### config.mk
export PLATFORM = sky130hd
export DESIGN_NAME = cacheline_mem_adapter_flat
export DESIGN_NICKNAME = d
export VERILOG_FILES = /design/src/rtl/cacheline_mem_adapter_if.sv /design/src/rtl/cacheline_mem_adapter.sv /design/src/flat_wrapper.sv
export SDC_FILE = /design/constraint.sdc
export NUM_CORES = 2
export LEC_CHECK = 0
export ABC_AREA = 1
export CORE_AREA = 2 2 405 407
export CTS_CLUSTER_SIZE = 28
export DETAILED_ROUTE_END_ITERATION = 16
export DIE_AREA = 0 0 407 409
export PLACE_DENSITY_LB_ADDON = 0.3
export SYNTH_ARGS = -nofsm -noshare
export SYNTH_HDL_FRONTEND = slang
export SYNTH_SLANG_ARGS = --single-unit
export TNS_END_PERCENT = 1
### constraint.sdc
create_clock -name clk -period 6.8 [get_ports clk]
set_input_delay 1.02 -clock clk [delete_from_list [all_inputs] [get_ports clk]]
set_output_delay 1.02 -clock clk [all_outputs]
set_load 0.05 [all_outputs]
### src/rtl/cacheline_mem_adapter_if.sv
// Cache-side line request/response and banked memory burst signals of the line adapter.
// slave = adapter view; master = the caches and memory driving it.
interface cacheline_mem_adapter_if #(
    parameter int BEAT_W    = 64,
    parameter int BURST_LEN = 4
);
    localparam int LINE_W = BEAT_W * BURST_LEN;

    logic [31:0]       i_addr;
    logic              i_read;
    logic [LINE_W-1:0] i_rdata;
    logic              i_resp;

    logic [31:0]       d_addr;
    logic              d_read;
    logic              d_write;
    logic [LINE_W-1:0] d_wdata;
    logic [LINE_W-1:0] d_rdata;
    logic              d_resp;

    logic [31:0]       bmem_addr;
    logic              bmem_read;
    logic              bmem_write;
    logic [BEAT_W-1:0] bmem_wdata;
    logic              bmem_ready;
    logic [31:0]       bmem_raddr;
    logic [BEAT_W-1:0] bmem_rdata;
    logic              bmem_rvalid;

    modport slave (
        input  i_addr, i_read, d_addr, d_read, d_write, d_wdata,
        input  bmem_ready, bmem_raddr, bmem_rdata, bmem_rvalid,
        output i_rdata, i_resp, d_rdata, d_resp,
        output bmem_addr, bmem_read, bmem_write, bmem_wdata
    );

    modport master (
        output i_addr, i_read, d_addr, d_read, d_write, d_wdata,
        output bmem_ready, bmem_raddr, bmem_rdata, bmem_rvalid,
        input  i_rdata, i_resp, d_rdata, d_resp,
        input  bmem_addr, bmem_read, bmem_write, bmem_wdata
    );
endinterface

### src/rtl/cacheline_mem_adapter.sv
// Arbitrates I/D-cache line requests onto a BURST_LEN x BEAT_W burst memory port.
// Define CACHE_ADAPTER_RR_ARB_EN for round-robin arbitration; default is D-cache priority.
module cacheline_mem_adapter #(
    parameter int BEAT_W    = 64,
    parameter int BURST_LEN = 4
) (
    input logic                    clk,
    input logic                    rst,
    cacheline_mem_adapter_if.slave bus
);
    localparam int            LINE_W    = BEAT_W * BURST_LEN;
    localparam int            CW        = (BURST_LEN > 1) ? $clog2(BURST_LEN) : 1;
    localparam logic [CW-1:0] LAST      = CW'(BURST_LEN - 1);
    localparam logic [31:0]   ADDR_MASK = ~32'(LINE_W / 8 - 1);

    typedef enum logic [2:0] {IDLE, RD_REQ, RD_WAIT, WR_BURST, RESP} state_e;

    state_e            state_q;
    logic [CW-1:0]     beat_cnt_q;
    logic [CW-1:0]     cnt_nxt;
    logic              grant_d_q;   // 1: D-cache owns the transaction
    logic [31:0]       addr_q;
    logic [LINE_W-1:0] line_q;
    logic [LINE_W-1:0] line_d;
    logic [31:0]       i_line;
    logic [31:0]       d_line;
    logic              d_req;
    logic              pick_d;
    logic              beat_ok;
    logic              req_live;

    assign i_line  = bus.i_addr & ADDR_MASK;
    assign d_line  = bus.d_addr & ADDR_MASK;
    assign d_req   = bus.d_read || bus.d_write;
    assign cnt_nxt = beat_cnt_q + CW'(1);
    assign beat_ok = bus.bmem_rvalid && (bus.bmem_raddr == addr_q);

`ifdef CACHE_ADAPTER_RR_ARB_EN
    logic prio_d_q;
    assign pick_d = d_req && (!bus.i_read || prio_d_q);
`else
    assign pick_d = d_req;
`endif

    // A withdrawn or retargeted read still drains, but gets no completion pulse.
    assign req_live = grant_d_q ? (bus.d_read && d_line == addr_q)
                                : (bus.i_read && i_line == addr_q);

    always_comb begin
        line_d = line_q;
        line_d[int'(beat_cnt_q)*BEAT_W +: BEAT_W] = bus.bmem_rdata;
    end

    always_ff @(posedge clk) begin
        if (rst) begin
            state_q        <= IDLE;
            beat_cnt_q     <= '0;
            grant_d_q      <= 1'b1;
            addr_q         <= '0;
            line_q         <= '0;
            bus.i_resp     <= 1'b0;
            bus.d_resp     <= 1'b0;
            bus.i_rdata    <= '0;
            bus.d_rdata    <= '0;
            bus.bmem_read  <= 1'b0;
            bus.bmem_write <= 1'b0;
            bus.bmem_addr  <= '0;
            bus.bmem_wdata <= '0;
`ifdef CACHE_ADAPTER_RR_ARB_EN
            prio_d_q       <= 1'b1;
`endif
        end else begin
            case (state_q)
                IDLE: begin
                    beat_cnt_q <= '0;
                    if (d_req || bus.i_read) begin
                        grant_d_q     <= pick_d;
                        addr_q        <= pick_d ? d_line : i_line;
                        bus.bmem_addr <= pick_d ? d_line : i_line;
                        line_q        <= bus.d_wdata;
                        if (pick_d && bus.d_write) begin
                            state_q        <= WR_BURST;
                            bus.bmem_write <= 1'b1;
                            bus.bmem_wdata <= bus.d_wdata[BEAT_W-1:0];
                        end else begin
                            state_q       <= RD_REQ;
                            bus.bmem_read <= 1'b1;
                        end
                    end
                end
                RD_REQ: begin
                    if (bus.bmem_ready) begin
                        bus.bmem_read <= 1'b0;
                        beat_cnt_q    <= '0;
                        state_q       <= RD_WAIT;
                    end
                end
                RD_WAIT: begin
                    if (beat_ok) begin
                        line_q     <= line_d;
                        beat_cnt_q <= cnt_nxt;
                        if (beat_cnt_q == LAST) begin
                            state_q <= RESP;
                            if (req_live && grant_d_q) begin
                                bus.d_resp  <= 1'b1;
                                bus.d_rdata <= line_d;
                            end else if (req_live) begin
                                bus.i_resp  <= 1'b1;
                                bus.i_rdata <= line_d;
                            end
                        end
                    end
                end
                WR_BURST: begin
                    if (bus.bmem_ready) begin
                        beat_cnt_q <= cnt_nxt;
                        if (beat_cnt_q == LAST) begin
                            state_q        <= RESP;
                            bus.bmem_write <= 1'b0;
                            bus.bmem_wdata <= '0;
                            bus.d_resp     <= 1'b1;
                        end else begin
                            bus.bmem_wdata <= line_q[int'(cnt_nxt)*BEAT_W +: BEAT_W];
                        end
                    end
                end
                RESP: begin
                    state_q       <= IDLE;
                    bus.i_resp    <= 1'b0;
                    bus.d_resp    <= 1'b0;
                    bus.i_rdata   <= '0;
                    bus.d_rdata   <= '0;
                    bus.bmem_addr <= '0;
`ifdef CACHE_ADAPTER_RR_ARB_EN
                    prio_d_q      <= !grant_d_q;
`endif
                end
                default: state_q <= IDLE;
            endcase
        end
    end
endmodule
### src/flat_wrapper.sv
// flat-port wrapper written by rule: the top's interface ports become plain ports
module cacheline_mem_adapter_flat 
#(
    parameter int BEAT_W    = 64,
    parameter int BURST_LEN = 4
)
  (clk, rst, bus_i_addr, bus_i_read, bus_d_addr, bus_d_read, bus_d_write, bus_d_wdata, bus_bmem_ready, bus_bmem_raddr, bus_bmem_rdata, bus_bmem_rvalid, bus_i_rdata, bus_i_resp, bus_d_rdata, bus_d_resp, bus_bmem_addr, bus_bmem_read, bus_bmem_write, bus_bmem_wdata);
  cacheline_mem_adapter_if #(.BEAT_W(BEAT_W), .BURST_LEN(BURST_LEN)) bus_i ();
  input logic clk;
  input logic rst;
  input wire logic [$bits(bus_i.i_addr)-1:0] bus_i_addr;
  input wire logic [$bits(bus_i.i_read)-1:0] bus_i_read;
  input wire logic [$bits(bus_i.d_addr)-1:0] bus_d_addr;
  input wire logic [$bits(bus_i.d_read)-1:0] bus_d_read;
  input wire logic [$bits(bus_i.d_write)-1:0] bus_d_write;
  input wire logic [$bits(bus_i.d_wdata)-1:0] bus_d_wdata;
  input wire logic [$bits(bus_i.bmem_ready)-1:0] bus_bmem_ready;
  input wire logic [$bits(bus_i.bmem_raddr)-1:0] bus_bmem_raddr;
  input wire logic [$bits(bus_i.bmem_rdata)-1:0] bus_bmem_rdata;
  input wire logic [$bits(bus_i.bmem_rvalid)-1:0] bus_bmem_rvalid;
  output wire logic [$bits(bus_i.i_rdata)-1:0] bus_i_rdata;
  output wire logic [$bits(bus_i.i_resp)-1:0] bus_i_resp;
  output wire logic [$bits(bus_i.d_rdata)-1:0] bus_d_rdata;
  output wire logic [$bits(bus_i.d_resp)-1:0] bus_d_resp;
  output wire logic [$bits(bus_i.bmem_addr)-1:0] bus_bmem_addr;
  output wire logic [$bits(bus_i.bmem_read)-1:0] bus_bmem_read;
  output wire logic [$bits(bus_i.bmem_write)-1:0] bus_bmem_write;
  output wire logic [$bits(bus_i.bmem_wdata)-1:0] bus_bmem_wdata;
  assign bus_i.i_addr = bus_i_addr;
  assign bus_i.i_read = bus_i_read;
  assign bus_i.d_addr = bus_d_addr;
  assign bus_i.d_read = bus_d_read;
  assign bus_i.d_write = bus_d_write;
  assign bus_i.d_wdata = bus_d_wdata;
  assign bus_i.bmem_ready = bus_bmem_ready;
  assign bus_i.bmem_raddr = bus_bmem_raddr;
  assign bus_i.bmem_rdata = bus_bmem_rdata;
  assign bus_i.bmem_rvalid = bus_bmem_rvalid;
  assign bus_i_rdata = bus_i.i_rdata;
  assign bus_i_resp = bus_i.i_resp;
  assign bus_d_rdata = bus_i.d_rdata;
  assign bus_d_resp = bus_i.d_resp;
  assign bus_bmem_addr = bus_i.bmem_addr;
  assign bus_bmem_read = bus_i.bmem_read;
  assign bus_bmem_write = bus_i.bmem_write;
  assign bus_bmem_wdata = bus_i.bmem_wdata;
  cacheline_mem_adapter #(.BEAT_W(BEAT_W), .BURST_LEN(BURST_LEN)) u_core (.clk(clk), .rst(rst), .bus(bus_i));
endmodule
Yosys cells after proc, flatten, opt, wreduce, memory -nomap -nowiden
Cells that the tools add are included.
Storage, ports and cells
  register bits: 906
  input port bits: 423
  output and inout bits: 612
Operators by class
  $add $sub $neg: 2
  equality and inequality tests: 19
  shift-type cells: 3
  mux-type cells: 53
  reduce and logical (&&, ||, !) cells: 26
Operators with widths (count)
  256-bit two-way mux: 9
  256-bit one-hot mux with 2 select lines: 3
  256-bit bitwise mux: 1
  64-bit two-way mux: 4
  64-bit by 33-bit variable shift with 256-bit output (first input constant): 1
  256-bit by 9-bit indexed part select with 64-bit output: 1
  64-bit by 33-bit indexed part select with 256-bit output: 1
  64-bit one-hot mux with 2 select lines: 1
  32-bit == test: 3
  32-bit two-way mux: 2
  32-bit one-hot mux with 2 select lines: 1
  8-bit negator with 33-bit output: 1
  4-bit AND reduction: 5
  1-bit two-way mux: 17
  3-bit two-way mux: 5
  2-bit by 1-bit != test with 1-bit output (second input constant): 7
  3-bit one-hot mux with 4 select lines: 1
  5-bit AND reduction: 2
  2-bit nonzero test: 5
  2-bit two-way mux: 4
  2-bit != test (second input constant): 4
  2-bit one-hot mux with 4 select lines: 1
  3-bit by 2-bit == test with 1-bit output (second input constant): 2
  1-bit one-hot mux with 2 select lines: 3
  other kinds (13): 19

Logic depth before layout (Yosys ltp)
  depth after elaboration: 8
  depth in mapped cells: 17

Worst setup path after synthesis
No wires, ideal clock.
  kind: reg2reg
  start point: register u_core.beat_cnt_q[0]
  end point: register u_core.bus.bmem_wdata[38]
  library setup time: 0.128 ns
  data arrival time: 2.801 ns
  data required time: 6.672 ns
  setup slack: 3.871 ns
  cell stages (with the launch flop): 18
  buffers on the path: 7
  period minus slack after synthesis: 2.929 ns
  path through: dfxtp_1 clkbuf_1 inv_1 buf_2 clkbuf_1 buf_1 ha_1 clkbuf_1 inv_1 clkbuf_1 clkbuf_1 a21oi_1 o21ai_0 nand2_1 a22oi_1 o21ai_0 inv_1 nor2_1
On the way
  longest elaborated chain between the ends: 5
  elaborated cells between the ends (all ways): 6
Ends and longest elaborated chain
  start: declaration: line cacheline_mem_adapter.sv:19  | logic [CW-1:0] beat_cnt_q;
  start signal: assignment: line cacheline_mem_adapter.sv:101  | beat_cnt_q <= cnt_nxt;
  start signal: assignment: line cacheline_mem_adapter.sv:116  | beat_cnt_q <= cnt_nxt;
  2-bit by 1-bit adder with 2-bit output: line cacheline_mem_adapter.sv:35  | assign cnt_nxt = beat_cnt_q + CW'(1);
  256-bit by 9-bit indexed part select with 64-bit output: line cacheline_mem_adapter.sv:123  | bus.bmem_wdata <= line_q[int'(cnt_nxt)*BEAT_W +: BEAT_W];
  64-bit two-way mux (*): line cacheline_mem_adapter.sv:117  | if (beat_cnt_q == LAST) begin
  64-bit two-way mux (*): line cacheline_mem_adapter.sv:115  | if (bus.bmem_ready) begin
  64-bit one-hot mux with 2 select lines (*): line cacheline_mem_adapter.sv:73  | case (state_q)
  end signal: assignment: line cacheline_mem_adapter.sv:84  | bus.bmem_wdata <= bus.d_wdata[BEAT_W-1:0];
  end signal: assignment: line cacheline_mem_adapter.sv:123
  end: declaration: line cacheline_mem_adapter_if.sv:34  | output bmem_addr, bmem_read, bmem_write, bmem_wdata
Every way passes the cells marked *; elsewhere a longest branch is shown, timed or not. The select of a mux whose other input is x is not followed.
A chain may end at the register's enable or synchronous reset.

Worst setup path after layout
  start point: register u_core.beat_cnt_q[0]
  end point: register u_core.bus.d_rdata[29]
On the way
  longest elaborated chain between the ends: 7
  elaborated cells between the ends (all ways): 11
Ends and longest elaborated chain
  8-bit negator with 33-bit output: line cacheline_mem_adapter.sv:51  | line_d[int'(beat_cnt_q)*BEAT_W +: BEAT_W] = bus.bmem_rdata;
  64-bit by 33-bit indexed part select with 256-bit output or 64-bit by 33-bit variable shift with 256-bit output (tied branches): line cacheline_mem_adapter.sv:51
  256-bit bitwise mux: line cacheline_mem_adapter.sv:51
  256-bit two-way mux: line cacheline_mem_adapter.sv:104  | if (req_live && grant_d_q) begin
  256-bit two-way mux: line cacheline_mem_adapter.sv:102  | if (beat_cnt_q == LAST) begin
  256-bit two-way mux: line cacheline_mem_adapter.sv:99  | if (beat_ok) begin
  256-bit one-hot mux with 2 select lines: line cacheline_mem_adapter.sv:73
  end signal: assignment: line cacheline_mem_adapter.sv:106  | bus.d_rdata <= line_d;
  end: declaration: line cacheline_mem_adapter_if.sv:33  | output i_rdata, i_resp, d_rdata, d_resp,
Parallel ways exist; a longest one is shown, timed or not. The select of a mux whose other input is x is not followed.

==> qor.yml <==
start_kind: "flip-flop"
clkSlewWorstSetupHoldPaths_ns: 0.06
grt_pass1_vias: 50400
final_area_um2: 64600
min_path_type: "reg2reg"
power.density_nw_per_um2: 477
clock-sinks: 896
path_cells: "inv_4, ha_4, buf_4, inv_2, nand4_1, buf_4, o22ai_1, nand2_1, inv_1, nor2_1, nor2_1"
placed_area_um2: 60500
critPathCaptureType: "flip-flop"
dr.pass1.iters: 8
fp.coreArea_um2: 162000
h-tree-depth: 3
yosys_warnings: 0
fp.dieH_um: 409
initialDrtViolationCount: 7257
antenna_found_initial: 156
netlist_instances: 8404
grt_pass1_wl_mm: 397
slew_headroom_pct: 13.3
die_area_um2: 166000
setup_viol: 0
period_share_pct: 64.7
ys_ff_latch: 896
cp_max_fo: 64
slowest_stage: "buf_4"
fin_skew_ns: 0.0512
status: "finished clean"
cts_tree: "done"
worstMarginPinSlew_ns: 1.29
max_freq_ghz: 0.227
worstPathRequired_ns: 7.46
via_per_inst: 5.01
final_util_pct: 39.9
grt_max_degree: 231
fillers: 17700
cts_hold_buf: 0
power.total_mw: 30.8
clock_latency_ns: 0.78
dp_hpwl_mm: 224
cts_root_buffer: "clkbuf_16"
critPathKind: "reg2reg"
synth_top_area_cell: "dfxtp_1"
antenna_left: 0
wl_mm: 296
grt_use_total_pct: 34.0
slew_viol_final: 0
cts_setup_buffers: 0
reg2reg_slack_ns: 2.40
nNetsFinal: 9432
fin_setup_tns_ns: 0
critPathBufInv: 5
portBuffers: 1019
clockBufferDepth: 3
wl_per_cell_um: 26.1
die_x_um: 407
yosysUniqueCellTypes: 28
hold_violations: 0
initial_core_util_pct: 30.3
syn-cell-area_um2: 49100
drv_cap: 0
rsz0062_at_grt: "false"
post_route_cells_drive_above_1_share_pct: 3.35
overflow: 0
cts_buffers: 111
synth_area_leaders: "dfxtp_1, nand2_1, inv_1"
worstPathArrival_ns: 5.06
holdWs_ns: 0.451
rows: 148
synth_top_area_share_pct: 36.5
peakVddDrop_v: 0.000289
areaGrowthSynthToFinish_pct: 31.6
gp_congestion: 0.990
period_needed_ns: 4.40
p_leak_nw: 31.6
pin_count: 1035
cts_resized: 0
syn_avg_cell_area_um2: 5.84
drcViolationCount: 0
num_vias: 56800
seq_area_frac_synth_pct: 36.5
cp_top_family: "buffers and inverters"
max_stage_delay_ns: 0.74
-- cell type report --
class / count / area (µm²) / share of cell area (%)
antenna: 74 / 185 / 0.287
sequential: 896 / 17900 / 27.8
clock inverter: 55 / 741 / 1.15
timing repair buffer: 1082 / 10900 / 16.9
multi-input combinational: 5493 / 23600 / 36.5
inverter: 1419 / 5360 / 8.29
tap: 2175 / 2720 / 4.21
clock buffer: 153 / 3200 / 4.94
-- metal layers --
metal	share of wire, %	GRT usage, %
met1	40	42.6
met2	42	49.5
met3	11	11.9
met4	6.7	20.8
met5	0.26	0
-- synthesized netlist by cell type --
cell / number
clkbuf_1: 419
a22oi_1: 49
xnor2_1: 8
clkbuf_2: 1
nor2_1: 1329
o21ai_1: 3
nand2_1: 2609
buf_1: 73
a21oi_1: 447
nand3_1: 269
a211oi_1: 15
conb_1: 1
dfxtp_1: 896
o21bai_1: 1
o211ai_1: 2
buf_4: 6
buf_2: 101
inv_1: 1394
ha_1: 6
o22ai_1: 214
inv_2: 25
o21ai_0: 313
nor2_2: 2
nand4_1: 173
nor3_1: 3
xor2_1: 1
o32ai_1: 42
nor2_4: 2
-- metrics by stage --
stage | cells | worst slack, ns
finish | 11300 | 2.40
CTS | 11300 | 2.46
detailed placement | 11100 | 1.68
floorplan | 8408 | 3.87
global route | 11300 | 2.12
global placement | 11100 | 1.75
-- power by group --
group          switching, mW  internal [mW]
Combinational           12.1           4.43
Clock                   2.72           3.79
Sequential              1.05           6.70
-- cells in the final DEF, fill, tap and decap left out, types with 46 or more instances in the layout --
cell type           n
o22ai_1           214
inv_1            1391
buf_4              46
o21ai_0           313
nand4_1           173
dfxtp_1           895
nor2_1           1327
clkdlybuf4s50_1  1018
diode_2            74
clkbuf_16         111
a22oi_1            49
nand2_1          2607
a21oi_1           446
nand3_1           265
-- worst paths after layout --
| kind | start | depth (start not counted) | end |
|---|---|---|---|
| max | u_core.beat_cnt_q[0]$_SDFFE_PP0P_ | 11 | u_core.bus.d_rdata[29]$_SDFFE_PP0P_ |
| max reg2reg | u_core.beat_cnt_q[0]$_SDFFE_PP0P_ | 11 | u_core.bus.d_rdata[29]$_SDFFE_PP0P_ |
| min reg2reg | u_core.bus.d_resp$_SDFFE_PP0P_ | 2 | u_core.bus.d_resp$_SDFFE_PP0P_ |
| min | u_core.bus.d_resp$_SDFFE_PP0P_ | 2 | u_core.bus.d_resp$_SDFFE_PP0P_ |
-- cell families (layout without fill, tap and decap cells) --
logic type / count (synthesis) / in the layout / synth area share [%]
and+or+nand+nor: 4387 / 4387 / 35.1
other: 1 / 79 / 0.00764
AOI/OAI and AO/OA: 1086 / 1086 / 12.3
xor gates and xnor gates: 9 / 9 / 0.161
DFF: 896 / 896 / 36.5
adders and majority gates: 6 / 6 / 0.153
buffers and inverters: 2019 / 2709 / 15.7
-- state kept, by name (all words and copies together), names as in the netlist, 2 cells and up --
register               flops
u_core.line_q            256
u_core.bus.d_rdata       256
u_core.bus.bmem_addr      27
u_core.addr_q             27
u_core.beat_cnt_q          2
u_core.bus.i_rdata       256
u_core.bus.bmem_wdata     64
u_core.state_q             3
-- worst register-to-register path, stage by stage, from the launching register on --
cell     delay [ns]
dfxtp_4        0.58
inv_4          0.27
ha_4           0.49
buf_4          0.68
inv_2          0.22
nand4_1        0.12
buf_4          0.74
o22ai_1        0.63
nand2_1        0.28
inv_1          0.07
nor2_1         0.14
nor2_1         0.07
Power figures use the tool's default switching activity.
